<file path="src/rtl/oscilo_pkg.sv">
// Shared types and constants for the oscilloscope capture path.
package oscilo_pkg;

  typedef enum logic [2:0] {
    IDLE  = 3'd0,
    PRE   = 3'd1,
    ARMED = 3'd2,
    POST  = 3'd3,
    DONE  = 3'd4
  } cap_state_e;

  localparam logic TRIG_RISING  = 1'b0;
  localparam logic TRIG_FALLING = 1'b1;

  // Level crossing between two consecutive valid samples.
  function automatic logic edge_hit(input logic       falling,
                                    input logic [7:0] prev,
                                    input logic [7:0] cur,
                                    input logic [7:0] level);
    if (falling == TRIG_FALLING)
      return (prev > level) && (cur <= level);
    else
      return (prev < level) && (cur >= level);
  endfunction

endpackage

</file>
<file path="src/rtl/capture_ram.sv">
// Capture buffer: one synchronous write port, one registered read port.
module capture_ram #(
  parameter int DEPTH = 256,
  localparam int AW = $clog2(DEPTH)
) (
  input  logic          clk,
  input  logic          we,
  input  logic [AW-1:0] waddr,
  input  logic [7:0]    wdata,
  input  logic [AW-1:0] raddr,
  output logic [7:0]    rdata
);

  logic [7:0] mem [DEPTH];
  logic [7:0] rdata_q;

  // Write port.
  always_ff @(posedge clk) begin
    if (we) mem[waddr] <= wdata;
  end

  // Registered read port.
  always_ff @(posedge clk) begin
    rdata_q <= mem[raddr];
  end

  assign rdata = rdata_q;

endmodule

</file>
<file path="src/rtl/trigger_capture.sv">
// Edge-triggered sample capture with programmable pre-trigger depth.
module trigger_capture
  import oscilo_pkg::*;
#(
  parameter int DEPTH = 256,
  localparam int AW = $clog2(DEPTH)
) (
  input  logic          clk,
  input  logic          rst,
  input  logic [7:0]    sample_in,
  input  logic          sample_valid,
  input  logic          arm,
  input  logic          force_trig,
  input  logic [7:0]    trig_level,
  input  logic          trig_falling,
  input  logic [AW-1:0] pretrig,
  input  logic [AW-1:0] rd_addr,
  output logic [7:0]    rd_data,
  output logic          busy,
  output logic          done,
  output logic [AW-1:0] trig_addr
);

  localparam logic [AW:0] DEPTH_V = (AW+1)'(DEPTH);

  cap_state_e    state_q, state_d;
  logic [AW-1:0] wr_ptr_q, wr_ptr_d;
  logic [AW:0]   cnt_q, cnt_d;
  logic [7:0]    prev_q, prev_d;
  logic          prev_vld_q, prev_vld_d;
  logic [AW-1:0] trig_addr_q, trig_addr_d;
  logic          force_pend_q, force_pend_d;

  logic          wr_en;
  logic          hit;
  logic [AW:0]   pre_len;
  logic [AW:0]   post_len;
  logic [AW:0]   cnt_inc;
  logic [AW-1:0] rd_phys;

  assign pre_len  = {1'b0, pretrig};
  assign post_len = DEPTH_V - pre_len;
  assign cnt_inc  = cnt_q + 1'b1;
  // A forced trigger lands on the current valid sample or the next one.
  assign hit      = force_trig || force_pend_q ||
                    (prev_vld_q && edge_hit(trig_falling, prev_q, sample_in, trig_level));

  // Next-state, pointer and counter logic; arm overrides everything else.
  always_comb begin
    state_d      = state_q;
    wr_ptr_d     = wr_ptr_q;
    cnt_d        = cnt_q;
    prev_d       = prev_q;
    prev_vld_d   = prev_vld_q;
    trig_addr_d  = trig_addr_q;
    force_pend_d = force_pend_q;
    wr_en        = 1'b0;

    if (arm) begin
      state_d      = (pretrig == '0) ? ARMED : PRE;
      wr_ptr_d     = '0;
      cnt_d        = '0;
      prev_vld_d   = 1'b0;
      force_pend_d = 1'b0;
    end else begin
      unique case (state_q)
        PRE: begin
          if (sample_valid) begin
            wr_en      = 1'b1;
            wr_ptr_d   = wr_ptr_q + 1'b1;
            prev_d     = sample_in;
            prev_vld_d = 1'b1;
            if (cnt_inc == pre_len) begin
              cnt_d   = '0;
              state_d = ARMED;
            end else begin
              cnt_d = cnt_inc;
            end
          end
        end
        ARMED: begin
          if (sample_valid) begin
            wr_en      = 1'b1;
            wr_ptr_d   = wr_ptr_q + 1'b1;
            prev_d     = sample_in;
            prev_vld_d = 1'b1;
            if (hit) begin
              trig_addr_d  = wr_ptr_q;
              force_pend_d = 1'b0;
              cnt_d        = (AW+1)'(1);
              state_d      = (post_len == (AW+1)'(1)) ? DONE : POST;
            end
          end else if (force_trig) begin
            force_pend_d = 1'b1;
          end
        end
        POST: begin
          if (sample_valid) begin
            wr_en    = 1'b1;
            wr_ptr_d = wr_ptr_q + 1'b1;
            cnt_d    = cnt_inc;
            if (cnt_inc == post_len) state_d = DONE;
          end
        end
        default: ;
      endcase
    end
  end

  // Control registers with synchronous reset.
  always_ff @(posedge clk) begin
    if (rst) begin
      state_q      <= IDLE;
      wr_ptr_q     <= '0;
      cnt_q        <= '0;
      prev_vld_q   <= 1'b0;
      trig_addr_q  <= '0;
      force_pend_q <= 1'b0;
    end else begin
      state_q      <= state_d;
      wr_ptr_q     <= wr_ptr_d;
      cnt_q        <= cnt_d;
      prev_vld_q   <= prev_vld_d;
      trig_addr_q  <= trig_addr_d;
      force_pend_q <= force_pend_d;
    end
  end

  // Previous-sample data register; qualified by prev_vld_q.
  always_ff @(posedge clk) begin
    prev_q <= prev_d;
  end

  // Logical index 0 is the oldest sample of the capture window.
  assign rd_phys = trig_addr_q - pretrig + rd_addr;

  capture_ram #(.DEPTH(DEPTH)) u_ram (
    .clk   (clk),
    .we    (wr_en & ~rst),
    .waddr (wr_ptr_q),
    .wdata (sample_in),
    .raddr (rd_phys),
    .rdata (rd_data)
  );

  assign busy      = (state_q == PRE) || (state_q == ARMED) || (state_q == POST);
  assign done      = (state_q == DONE);
  assign trig_addr = trig_addr_q;

endmodule

</file>
<file path="config.mk">
export PLATFORM = sky130hd
export DESIGN_NAME = trigger_capture
export DESIGN_NICKNAME = d
export VERILOG_FILES = /design/src/rtl/oscilo_pkg.sv /design/src/rtl/capture_ram.sv /design/src/rtl/trigger_capture.sv
export SDC_FILE = /design/constraint.sdc
export NUM_CORES = 2
export LEC_CHECK = 0
export BUFFER_PORTS_ARGS = -buffer_cell sky130_fd_sc_hd__buf_2
export CAP_MARGIN = 10
export CORE_ASPECT_RATIO = 1.5
export CORE_MARGIN = 5
export CORE_UTILIZATION = 56
export CTS_CLUSTER_DIAMETER = 120
export DETAILED_ROUTE_END_ITERATION = 10
export PLACE_DENSITY_LB_ADDON = 0.25
export SETUP_SLACK_MARGIN = 0.1
export SLEW_MARGIN = 20
export SYNTH_ARGS = -nofsm -noshare
export SYNTH_HDL_FRONTEND = slang
export SYNTH_SLANG_ARGS = --single-unit
</file>
<file path="constraint.sdc">
create_clock -name clk -period 6.77 [get_ports clk]
set_input_delay 1.0155 -clock clk [delete_from_list [all_inputs] [get_ports clk]]
set_output_delay 1.0155 -clock clk [all_outputs]
set_load 0.01 [all_outputs]
</file>
==> metrics.csv <==
metric,value,unit
net switching power figure,6.76,mW
"Slowest-stage cell, CP",fa_4,
Arrival @ worst endpoint,5.44,ns
Synth Register Bits,2094,
Clock transition at path regs,0.07,ns
setup ws final,2.01,ns
vias per cell,6.53,
H-tree depth,4,
syn_area_per_cell,22.6,sq um
post-cts sizing count,0,
placed insts,5497,
worst hold slack,0.420,ns
Core Area,0.146,sq mm
Netlist cell types,55,
PwrDens,312,mW/mm^2
part of the Yosys area used for sequential elements,76.0,%
Net Sw Frac,23.8,%
Die Span Y,479,microns
"area leader, netlist",edfxtp_1,
Netlist Area Pre-Place,0.0822,sq mm
clk root buf,clkbuf_16,
WL final,196,mm
Max stage delay on crit path,1.12,ns
routability-driven placement congestion ratio,0.861,
fin cells,5828,
status,completed,
crit path time final,4.76,ns
cells after synthesis,3638,
Hold WC Path Type,in2reg,
Max clock buf depth,3,
Worst Skew,0.0247,ns
Vias,38000,
number of global-route vias before repair,39100,
CTS buffer count,178,
final net count,3839,
Syn-to-layout area delta,10.6,%
crit path buf inv count,4,
later-pin clock latency in the skew report,0.80,ns
post-detail-place hpwl,124,mm
post-route cell area,0.0910,sq mm
post-route antenna net violation count,0,
Critical Path RT,7.45,ns
YS warnings,0,
TNS Setup,0,ns
pre-CTS setup slack,1.29,ns
die width,323,microns
Slew @ Worst Pin,1.31,ns
syn nets,3714,
ys async rst share,0,%
overall power,28.4,mW
first-pass GRT wire length,283,mm
RSZ-0062 raised after global routing,false,
Row Count,172,
final setup fails,0,
Setup crit end kind,register,
leakage,27.9,nW
"Period Utilization, post-route",70.3,%
IO Port Bufs,55,
Post-synth EDFFs,2056,
clock power share,36.0,%
Post-CTS Setup Bufs,0,
sequential share of power,50.5,%
initial core utilization,56.2,%
CTS tree,built,
initial DRC count,4808,
I/O pin count,56,
Synth Flop Type,edfxtp_1,
"commonest non-fill, non-tap cell in the layout",edfxtp_1,
"critical path, cell by cell",inv_1 -> ha_1 -> inv_1 -> ha_4 -> fa_4 -> buf_12 -> buf_12 -> mux4_2 -> mux4_2 -> mux4_2 -> mux2i_1 -> mux2i_1,
top post-synthesis cells by area,"edfxtp_1 (75%), mux4_2 (18%), nor2_1 (1.3%)",
layout cells sized above 1,28.1,%
Slew Limit Headroom,12.2,%
largest net degree at the start of global routing,116,
kind of cell adding the most delay to the critical path,multiplexers,
Pre-antenna DRT Iters,7,
DRC errors left,0,
most frequent cells in the layout,"edfxtp_1 (2056), mux4_2 (672), nor2_1 (276)",
most frequent CP cell,mux4_2,
Max Cap Viol,0,
critical path class,reg2reg,
Placed Area,0.0852,sq mm
final hold viol count,0,
Die ar.,0.155,sq mm
final core utilization,62.2,%
Worst Hold Path Cells,2,
Fmax,210,MHz
CTS sink cnt,2094,
max-slew violation total from the final report,0,
overall routing resource usage,25.7,%
combinational share of power,13.5,%
R2R cell count,12,
hold buffers post-CTS,0,
worst vdd ir,0.335,mV
wire length per cell,33.6,microns
initial antenna violation count,6,
Crit. path cell count,12,
GRT Residual Overflow,0,
top cell type's share of synthesized area,75.1,%
internal power,21.6,mW
crit-path max FO,47,
Worst setup SP type,register,
-- layer usage --
metal | vias to the layer above | GRT usage, % | wire, microns
met5 | - | 0.282 | 14
met4 | 2 | 9.11 | 7990
met3 | 329 | 4.93 | 14700
met2 | 1754 | 44.9 | 105000
met1 | 20400 | 32.6 | 68400
li1 | 15500 | - | -
-- state kept, by name (all words and copies together), names as in the netlist --
register / flops
force_pend_q: 1
prev_vld_q: 1
wr_ptr_q: 8
cnt_q: 9
u_ram.mem: 2048
u_ram.rdata: 8
trig_addr: 8
state_q: 3
prev_q: 8
-- synthesized netlist by cell type (3+ instances only) --
| cell type | instances |
|---|---|
| or4_1 | 6 |
| clkbuf_1 | 116 |
| nor2_1 | 290 |
| xnor2_1 | 25 |
| inv_1 | 44 |
| nand2b_1 | 20 |
| or3_1 | 5 |
| or2_2 | 5 |
| or4b_2 | 3 |
| nand3_1 | 35 |
| edfxtp_1 | 2056 |
| xor2_1 | 11 |
| a21oi_1 | 29 |
| o21ai_0 | 17 |
| nor3_1 | 11 |
| nor2b_1 | 13 |
| and3_1 | 3 |
| fa_1 | 7 |
| ha_1 | 31 |
| buf_1 | 23 |
| nand2_1 | 40 |
| a21o_1 | 3 |
| mux2i_1 | 32 |
| mux4_2 | 672 |
| dfxtp_1 | 38 |
| buf_2 | 57 |
| nand4_1 | 8 |
| o211ai_1 | 3 |
-- final timing paths --
kind                      from              to  slack [ns]
setup reg to reg  trig_addr[0]  u_ram.rdata[2]        2.01
hold reg to reg   trig_addr[3]    trig_addr[3]        0.50
setup / recovery  trig_addr[0]  u_ram.rdata[2]        2.01
hold / removal    sample_valid    force_pend_q        0.42
-- cell type report --
class                   count  area [sq um]
repair buffers            143          1310
well taps                1914          2390
flip-flops and latches   2094         62500
multi-input cells        1302         18800
clock inverters           100          1030
fillers                  9710         55400
inverters                  44           165
diodes                      4          10.0
clock buffers             227          4740
-- logic make-up (layout without fill, tap and decap cells) --
logic type               Yosys count  after routing  synth area share, %
AND/OR/NAND/NOR                  448            448                 2.37
AO/OA/AOI/OAI                     74             74                0.545
XOR/XNOR                          38             38                0.431
other                              0              4                    0
multiplexers                     704            704                 18.8
flip-flops                      2094           2094                 76.0
adder cells (fa/ha/maj)           38             38                0.642
buffers and inverters            242            514                 1.20
-- power groups by stage --
stage	clock network [mW]	registers, mW	logic (mW)
floorplan	0	14.6	2.29
global placement	0	14.6	3.85
detailed placement	0	14.6	3.87
CTS	10.3	14.3	3.88
global route	10.9	14.3	3.97
finish	10.2	14.3	3.83
-- worst reg2reg max path: cells and delay by family, from the launching register on --
kind | cells | cell delay (ns)
mux | 5 | 1.83
fa+ha+maj | 3 | 1.56
buf+inv | 4 | 0.86
flops | 1 | 0.40
Note: power is estimated with default switching activity, not from simulation.
